[src/rtl/led_pattern_ctrl.sv]
`timescale 1ns/1ps
// Purpose: multi-channel LED driver; each channel is off, on, blinking or following its switch.
// Latency: mode write -> led 2 edges; switch -> led 3 edges; blink_tick -> blink led toggle 1 edge.
// Backpressure: none; the prescaler free-runs and mode writes are accepted every cycle.
//
// Optional feature macro: LED_PWM_EN (global PWM brightness gating of every channel).
//
// Ports:
//   clk         system clock
//   reset       synchronous, active-low reset
//   s           asynchronous switch inputs, one per channel
//   wr_en       mode-write strobe
//   wr_addr     channel index to write; indices >= N_LED are dropped
//   wr_mode     00 off, 01 on, 10 blink, 11 follow-switch
//   brightness  global PWM duty (only used with LED_PWM_EN)
//   blink_tick  one-cycle pulse on every blink phase toggle
//   led         registered LED drive, active-high
module led_pattern_ctrl #(
    parameter int N_LED     = 3,
    parameter int BLINK_DIV = 10_000_000,
    parameter int PWM_BITS  = 4
) (
    input  logic                     clk,
    input  logic                     reset,
    input  logic [N_LED-1:0]         s,
    input  logic                     wr_en,
    input  logic [$clog2(N_LED)-1:0] wr_addr,
    input  logic [1:0]               wr_mode,
    input  logic [PWM_BITS-1:0]      brightness,
    output logic                     blink_tick,
    output logic [N_LED-1:0]         led
);

    localparam int            CW      = (BLINK_DIV > 1) ? $clog2(BLINK_DIV) : 1;
    localparam logic [CW-1:0] CNT_MAX = CW'(BLINK_DIV - 1);

    typedef enum logic [1:0] {
        MODE_OFF    = 2'b00,
        MODE_ON     = 2'b01,
        MODE_BLINK  = 2'b10,
        MODE_SWITCH = 2'b11
    } mode_e;

    // Prescaler state
    logic [CW-1:0]    cnt_q, cnt_d;
    logic             phase_q, phase_d;
    logic             tick_q, tick_d;

    // Per-channel mode registers
    mode_e            mode_q [N_LED];
    mode_e            mode_d [N_LED];

    // Switch synchronisers
    logic [N_LED-1:0] sync1_q, sync2_q;

    // Output path
    logic [N_LED-1:0] raw;
    logic [N_LED-1:0] led_q, led_d;
    logic             pwm_on;

    // Shared prescaler: one phase toggle every BLINK_DIV cycles, never stalled by modes.
    always_comb begin
        cnt_d   = cnt_q + CW'(1);
        phase_d = phase_q;
        tick_d  = 1'b0;
        if (cnt_q == CNT_MAX) begin
            cnt_d   = '0;
            phase_d = ~phase_q;
            tick_d  = 1'b1;
        end
    end

    // Mode write decode; an out-of-range address matches no channel and is dropped.
    always_comb begin
        for (int i = 0; i < N_LED; i++) begin
            mode_d[i] = mode_q[i];
            if (wr_en && (int'(wr_addr) == i)) begin
                mode_d[i] = mode_e'(wr_mode);
            end
        end
    end

    // Raw per-channel drive from the current mode. Every blink channel uses the same
    // shared phase, so channels switched into blink mid-period stay aligned.
    always_comb begin
        raw = '0;
        for (int i = 0; i < N_LED; i++) begin
            case (mode_q[i])
                MODE_OFF:    raw[i] = 1'b0;
                MODE_ON:     raw[i] = 1'b1;
                MODE_BLINK:  raw[i] = phase_q;
                MODE_SWITCH: raw[i] = sync2_q[i];
                default:     raw[i] = 1'b0;
            endcase
        end
    end

`ifdef LED_PWM_EN
    logic [PWM_BITS-1:0] pwm_cnt_q;

    // Free-running duty counter; brightness is compared live so it can change mid-period.
    always_ff @(posedge clk) begin
        if (!reset) begin
            pwm_cnt_q <= '0;
        end else begin
            pwm_cnt_q <= pwm_cnt_q + PWM_BITS'(1);
        end
    end

    assign pwm_on = (pwm_cnt_q < brightness);
`else
    logic unused_brightness;
    assign unused_brightness = ^brightness;
    assign pwm_on            = 1'b1;
`endif

    assign led_d = raw & {N_LED{pwm_on}};

    always_ff @(posedge clk) begin
        if (!reset) begin
            cnt_q   <= '0;
            phase_q <= 1'b0;
            tick_q  <= 1'b0;
            sync1_q <= '0;
            sync2_q <= '0;
            led_q   <= '0;
            for (int i = 0; i < N_LED; i++) begin
                mode_q[i] <= MODE_OFF;
            end
        end else begin
            cnt_q   <= cnt_d;
            phase_q <= phase_d;
            tick_q  <= tick_d;
            sync1_q <= s;
            sync2_q <= sync1_q;
            led_q   <= led_d;
            for (int i = 0; i < N_LED; i++) begin
                mode_q[i] <= mode_d[i];
            end
        end
    end

    assign blink_tick = tick_q;
    assign led        = led_q;

endmodule

[config.mk]
export PLATFORM = sky130hd
export DESIGN_NAME = led_pattern_ctrl
export DESIGN_NICKNAME = d
export VERILOG_FILES = /design/src/rtl/led_pattern_ctrl.sv
export SDC_FILE = /design/constraint.sdc
export NUM_CORES = 1
export LEC_CHECK = 0
export CELL_PAD_IN_SITES_DETAIL_PLACEMENT = 1
export CELL_PAD_IN_SITES_GLOBAL_PLACEMENT = 1
export CORE_MARGIN = 8
export CORE_UTILIZATION = 30
export CTS_BUF_LIST = sky130_fd_sc_hd__clkbuf_16
export DETAILED_ROUTE_END_ITERATION = 8
export GPL_TIMING_DRIVEN = 0
export HOLD_SLACK_MARGIN = 0.05
export PLACE_DENSITY_LB_ADDON = 0.1
export SETUP_SLACK_MARGIN = 0.15
export SLEW_MARGIN = 20
export SYNTH_ARGS = -nofsm -noshare
export SYNTH_HDL_FRONTEND = slang
export SYNTH_SLANG_ARGS = --single-unit
[constraint.sdc]
create_clock -name clk -period 1.5 [get_ports clk]
set_clock_uncertainty 0.05 [all_clocks]
set_input_delay 0.225 -clock clk [delete_from_list [all_inputs] [get_ports clk]]
set_output_delay 0.225 -clock clk [all_outputs]
set_load 0.1 [all_outputs]
==> out/results.tsv, run 1 <==
stage	metric	value	unit
sta	final.setup.worst_slack	-161	ps
die	fp.coreArea	0.00551	mm2
placement	post-place-ws	-252	ps
clock_network	cts_root_buffer	clkbuf_16	
yosys	yosys_warnings	0	
final_layout	final_cell_mix	23 x dfxtp_1, 13 x buf_4, 12 x nor2_1, 12 x nor2_2, 12 x dfxtp_2	
power_and_ir_drop	combPwrFrac	0.064	
power_and_ir_drop	pwr-share-clk	0.464	
yosys	synth_area_per_cell	9.08	um2
setup_path	arrival	1770	ps
clock_network	clkLatencyLatePin	280	ps
yosys	synth.net_count	203	
sta	holdWs	387	ps
yosys	yosysTopAreaCellShare	0.481	
power_and_ir_drop	powerDensity	937	mW/mm2
setup_path	startpoint_type	flop	
final_layout	syn2layout_area_growth	48.0	%
drt	vias	1504	
global_route	grt_pass1_vias	1659	
yosys	synth_area_leader_cell	dfxtp_1	
drt	ant_nets	0	
global_route	grt_pass1_wl	8.02	mm
die	dieArea	0.00836	mm2
clock_network	clk_path_buf_depth	2	
yosys	ys_ff_latch	41	
status	violations	negative setup slack	
sta	fin_setup_tns	-3260	ps
global_route	track_usage	0.118	
final_layout	drive_gt1_frac	0.437	
global_route	grt_util_met3	0.0305	
clock_network	tritoncts	yes	
yosys	yosysUniqueCellTypes	33	
global_route	grt-ovfl-total	0	
final_layout	final_cells	301	
clock_network	cts_buffers	5	
sta	hold_violations	0	
global_route	grt_max_degree	16	
setup_path	path_max_fanout	6	
yosys	synthCells	188	
die	die_h	91.5	um
clock_network	htreeDepth	2	
sta	tightest_slew	492	ps
die	rows	27	
drt	routed_via_density	5.00	
drt	routedWlPerCell	15.8	um
placement	dp_hpwl	3.07	mm
power_and_ir_drop	ir_drop	0.503	mV
final_layout	fillers	621	
global_route	antenna_found_initial	0	
drt	drt_wl_total	4.76	mm
final_layout	layout.cells.most_common	dfxtp_1	
sta	fin_crit	1660	ps
placement	io_buffers	13	
sta	drv_slew	0	
job	drv_cap	0	
yosys	netlist_area	0.00171	mm2
status	status	complete, but fails checks	
power_and_ir_drop	p_sw_frac	0.236	
global_route	grt_use_met1	0.126	
sta	slew_headroom	0.674	
sta	finalCritPeriodShare	1.11	
die	die_x	91.5	um
clock_network	clkTransAtPathRegs	70	ps
power_and_ir_drop	power	2370	uW
power_and_ir_drop	p_leak	0.000906	uW
die	start_util	0.310	
setup_path	required	1610	ps
sta	setup_viol	24	
power_and_ir_drop	seqPwrFrac	0.471	
power_and_ir_drop	switching_power	558	uW
setup_path	criticalPathCategory	flop to flop	
placement	dp_cells	273	
global_route	grtUsageMet2	0.218	
drt	drtPass1Iterations	4	
clock_network	cts_hold_repair.buffers	0	
drt	drt_iter0_drc	52	
clock_network	cts_sinks	41	
final_layout	fin_nets	243	
die	pin_count	18	
final_layout	antenna_cells	0	
yosys	synth_area_leaders	dfxtp_1 48%, nor2_1 5.3%, xor2_1 5.1%	
worst_hold_path	min-delay-path-class	flop to flop	
sta	rsz0062_at_grt	true	
yosys	yosysSeqAreaShare	0.481	
setup_path	end_kind	flop	
placement	gp_routability_congestion	0.806	
power_and_ir_drop	intPower	1810	uW
global_route	busiest_layer	met2	
sta	fmax	602	MHz
drt	drc_errors	0	
## through the flow
step                       util  area, um2
after CTS                 0.436       2400
after global placement    0.367       2020
after detailed placement  0.367       2020
final                     0.459       2530
after floorplan               -       1800
after global routing      0.459       2530
## cell usage after synthesis
cell	instances
a21oi_1	13
and2_1	11
inv_1	8
nand2_1	6
xor2_1	10
o21ai_1	1
mux2i_1	5
nor4_1	1
a21oi_2	1
nor2_1	24
or4_1	2
nor3_1	1
nor4b_1	2
xnor2_1	3
or4_4	1
nand4b_1	1
nand3_1	9
buf_2	3
and3_1	5
nor3b_1	1
dfxtp_1	41
and4_1	3
o41ai_1	1
clkbuf_1	2
or3_1	4
buf_4	1
nand3_4	1
o31ai_1	3
ha_1	1
nand3b_1	5
o21ai_0	8
nand4_1	9
a31o_2	1
## layer usage
| metal | up-vias | wire length (um) | part of all wire |
|---|---|---|---|
| met5 | - | 0 | 0 |
| met4 | 0 | 62 | 0.013 |
| met3 | 8 | 132 | 0.028 |
| met2 | 16 | 2520 | 0.53 |
| met1 | 735 | 2040 | 0.43 |
| li1 | 745 | - | - |
## sequential cells by signal (all words and copies together), names as in the netlist
| name | cells |
|---|---|
| sync1_q | 3 |
| phase_q | 1 |
| led | 3 |
| blink_tick | 1 |
| mode_q | 6 |
| cnt_q | 24 |
| sync2_q | 3 |
## power by group through the flow
stage	combinational, uW	clock (uW)	sequential [uW]
detailed placement	110	0	1150
CTS	147	1120	1120
global route	168	1190	1120
floorplan	53.5	0	1160
global placement	107	0	1150
finish	153	1100	1120
## logic make-up after synthesis
kind of cell	synth area share
adder cells (fa/ha/maj)	0.00732
multiplexers	0.0293
XOR/XNOR	0.0667
AND/OR/NAND/NOR	0.288
buffers and inverters	0.0352
flip-flops	0.481
AO/OA/AOI/OAI	0.0930
## worst max-delay path, cell delays in order, from the launching register on
cell	delay [ps]
dfxtp_2	350
ha_4	140
and3_4	170
nand4_1	170
buf_4	190
o21ai_4	140
buf_12	160
buf_8	130
a21oi_2	30
## final timing paths
check,cells after the start,start,slack (ps),to
setup / recovery,8,cnt_q[1],-160,cnt_q[17]
hold / removal,1,sync1_q[0],390,sync2_q[0]
setup reg to reg,8,cnt_q[1],-160,cnt_q[17]
hold reg to reg,1,sync1_q[0],390,sync2_q[0]
## final cells by class
type                       count  area (um2)  area share
buffer                         6        71.3      0.0282
clock buffer                   5         125      0.0495
clock inverter                 3        25.0     0.00990
inverter                       8        30.0      0.0119
multi-input combinational    133        1020       0.405
sequential                    41         858       0.340
tap                           72        90.1      0.0356
timing repair buffer          33         303       0.120
## repair_timing
item | 4_1_cts | 5_1_grt
endpoints found under the setup margin | 28 | 34
gates resized for setup | 53 | 32
gates cloned | 2 | 0
pin swaps | 14 | 6
setup buffers | 16 | 2
Note: power is estimated with default switching activity, not from simulation.
==> run 2: changes to the inputs <==
--- a/config.mk
+++ b/config.mk
@@ -7,13 +7,12 @@
 export LEC_CHECK = 0
 export CELL_PAD_IN_SITES_DETAIL_PLACEMENT = 1
 export CELL_PAD_IN_SITES_GLOBAL_PLACEMENT = 1
-export CORE_MARGIN = 8
 export CORE_UTILIZATION = 30
 export CTS_BUF_LIST = sky130_fd_sc_hd__clkbuf_16
 export DETAILED_ROUTE_END_ITERATION = 8
 export GPL_TIMING_DRIVEN = 0
 export HOLD_SLACK_MARGIN = 0.05
-export PLACE_DENSITY_LB_ADDON = 0.1
+export PLACE_DENSITY_LB_ADDON = 0.3
 export SETUP_SLACK_MARGIN = 0.15
 export SLEW_MARGIN = 20
 export SYNTH_ARGS = -nofsm -noshare
==> out/results.tsv, run 2 (synthesis gave the netlist of run 1 again) <==
stage	metric	value	unit	change
status	status	complete, but fails checks		
status	violations	negative setup slack		
placement	gp_routability_congestion	0.745		-7.6%
die	fp.coreArea	0.00551	mm2	unchanged
clock_network	htreeDepth	2		unchanged
die	rows	27		unchanged
die	dieArea	0.00600	mm2	-28%
sta	slew_headroom	0.677		+0.00293
sta	setup_viol	24		unchanged
final_layout	multi_input_area	967	um2	-5.6%
global_route	grtUsageMet2	0.261		+0.0426
final_layout	final_cells	299		-0.66%
clock_network	clk_path_buf_depth	2		unchanged
global_route	grt_pass1_vias	1519		-8.4%
final_layout	fillers	630		+1.4%
setup_path	crit_chain	ha_4 > and3_4 > nand4_1 > o21ai_4 > buf_6 > buf_6 > nor2_1		
final_layout	regMostFlops	cnt_q		
global_route	grt-ovfl-total	0		unchanged
placement	post-place-ws	-288	ps	-36.3 ps
setup_path	path_max_fanout	5		-1
sta	hold_violations	0		unchanged
global_route	grt_pass1_wl	7.22	mm	-10%
setup_path	end_kind	flop		
global_route	busiest_layer	met2		
drt	drtPass1Iterations	4		unchanged
die	start_util	0.310		unchanged
power_and_ir_drop	ir_drop	0.622	mV	+24%
final_layout	regArea	848	um2	-1.2%
setup_path	cp_slowest_cell	dfxtp_2		
placement	io_buffers	13		unchanged
sta	fin_crit	1670	ps	+7.78 ps
sta	tightest_slew	488	ps	-4.42 ps
job	drv_cap	0		unchanged
drt	routedWlPerCell	14.3	um	-9.7%
placement	dp_cells	273		unchanged
die	die_x	77.5	um	-15%
global_route	grt_use_met1	0.189		+0.0631
placement	dpl-instance-area	0.00202	mm2	unchanged
sta	fmax	599	MHz	-0.47%
final_layout	largest_reg_flops	24		unchanged
final_layout	layout.cells.most_common	dfxtp_1		
power_and_ir_drop	p_leak	0.000876	uW	-3.3%
clock_network	clkLatencyLatePin	280	ps	about the same
setup_path	cp_common_cell	buf_6		
drt	drc_errors	0		unchanged
global_route	track_usage	0.156		+0.0382
drt	routed_via_density	4.90		-1.9%
sta	finalCritPeriodShare	1.11		+0.00519
drt	drt_wl_total	4.27	mm	-10%
clock_network	cts_hold_repair.buffers	0		unchanged
setup_path	criticalPathCategory	flop to flop		
drt	drt_iter0_drc	52		unchanged
final_layout	fin_nets	241		-0.82%
clock_network	cts_buffers	5		unchanged
clock_network	cts_root_buffer	clkbuf_16		
sta	drv_slew	0		unchanged
final_layout	antenna_cells	0		unchanged
worst_hold_path	holdCritStartpoint	sync1_q[1]		
clock_network	cts_sinks	41		unchanged
final_layout	final_cell_mix	25 x dfxtp_1, 18 x nor2_1, 13 x dfxtp_2, 13 x buf_4		
clock_network	clkTransAtPathRegs	60	ps	about the same
setup_path	required	1620	ps	about the same
power_and_ir_drop	powerDensity	1030	mW/mm2	+9.7%
final_layout	drive_gt1_frac	0.366		-0.0710
die	pin_count	18		unchanged
die	die_h	77.5	um	-15%
global_route	grt_util_met3	0.0353		+0.00484
final_layout	syn2layout_area_growth	42.6	%	
drt	ant_nets	0		unchanged
setup_path	startpoint_type	flop		
final_layout	finish.instance_area	0.00243	mm2	-3.7%
setup_path	arrival	1790	ps	+20 ps
placement	dp_hpwl	2.65	mm	-14%
global_route	antenna_found_initial	0		unchanged
setup_path	rr_startpoint	cnt_q[0]		
setup_path	setup.worst_path.start	cnt_q[0]		
drt	vias	1465		-2.6%
global_route	grt_max_degree	15		-1
worst_hold_path	min-delay-path-class	flop to flop		
sta	rsz0062_at_grt	true		
setup_path	critical_path.max_stage_delay	350	ps	about the same
final_layout	largestRegisters	cnt_q x24, mode_q x6		
sta	final.setup.worst_slack	-168	ps	-7.78 ps
clock_network	tritoncts	yes		
run 2: cell types whose count changed in the layout (fill, tap and decap cells not counted), moves of 2 or more:
cell     before  now
dfxtp_1      23   25
buf_6         6    9
buf_8         4    0
inv_6         2    0
a21oi_2       9    6
or3_4         2    0
nor2_1       12   18
a21oi_1       5    8
dfxtp_4       6    3
or3_1         2    4
nor2_2       12    6
run 2: final cells by class:
class                   instances  area share
well taps                      72      0.0370
flip-flops and latches         41       0.348
clock inverters                 3      0.0190
multi-input cells             133       0.397
plain buffers                   6      0.0262
clock buffers                   5      0.0514
inverters                       8      0.0123
repair buffers                 31       0.108
run 2: report_power, final:
| group | switching (uW) | internal (uW) | total, uW |
|---|---|---|---|
| logic | 69.6 | 79.6 | 149 |
| clock network | 447 | 787 | 1230 |
| registers | 12.6 | 1110 | 1120 |
run 2: worst paths after layout:
check / endpoint / slack (ps) / depth (start not counted)
worst max-delay path: cnt_q[4] / -170 / 7
worst min-delay path: sync2_q[1] / 380 / 1
worst max register to register: cnt_q[4] / -170 / 7
worst min register to register: sync2_q[1] / 380 / 1
run 2: timing repair:
action / 4_1_cts / 5_1_grt
gates cloned: 2 / 0
setup buffers: 13 / 3
pin swaps: 8 / 9
setup endpoints to repair: 28 / 34
gates resized for setup: 37 / 23
run 2: critical path: cells and delay by family (launching register included):
kind / cells / cell delay [ps]
buf+inv: 2 / 270
simple gates: 3 / 440
compound gates: 1 / 300
flops: 1 / 350
fa+ha+maj: 1 / 150
run 2: stage by stage:
step	hold slack (ps)	setup TNS, ps	power [uW]	utilization
floorplan	297	0	1210	-
global placement	363	-6960	1260	0.367
detailed placement	370	-7100	1260	0.367
CTS	385	-2270	2530	0.426
global route	391	-4410	2600	0.442
finish	384	-3470	2500	0.442
run 2: per-layer routing:
| layer | wire length, um | vias up |
|---|---|---|
| met1 | 1970 | 706 |
| li1 | - | 739 |
| met2 | 2140 | 16 |
| met4 | 54 | 0 |
| met3 | 107 | 4 |
| met5 | 0 | - |
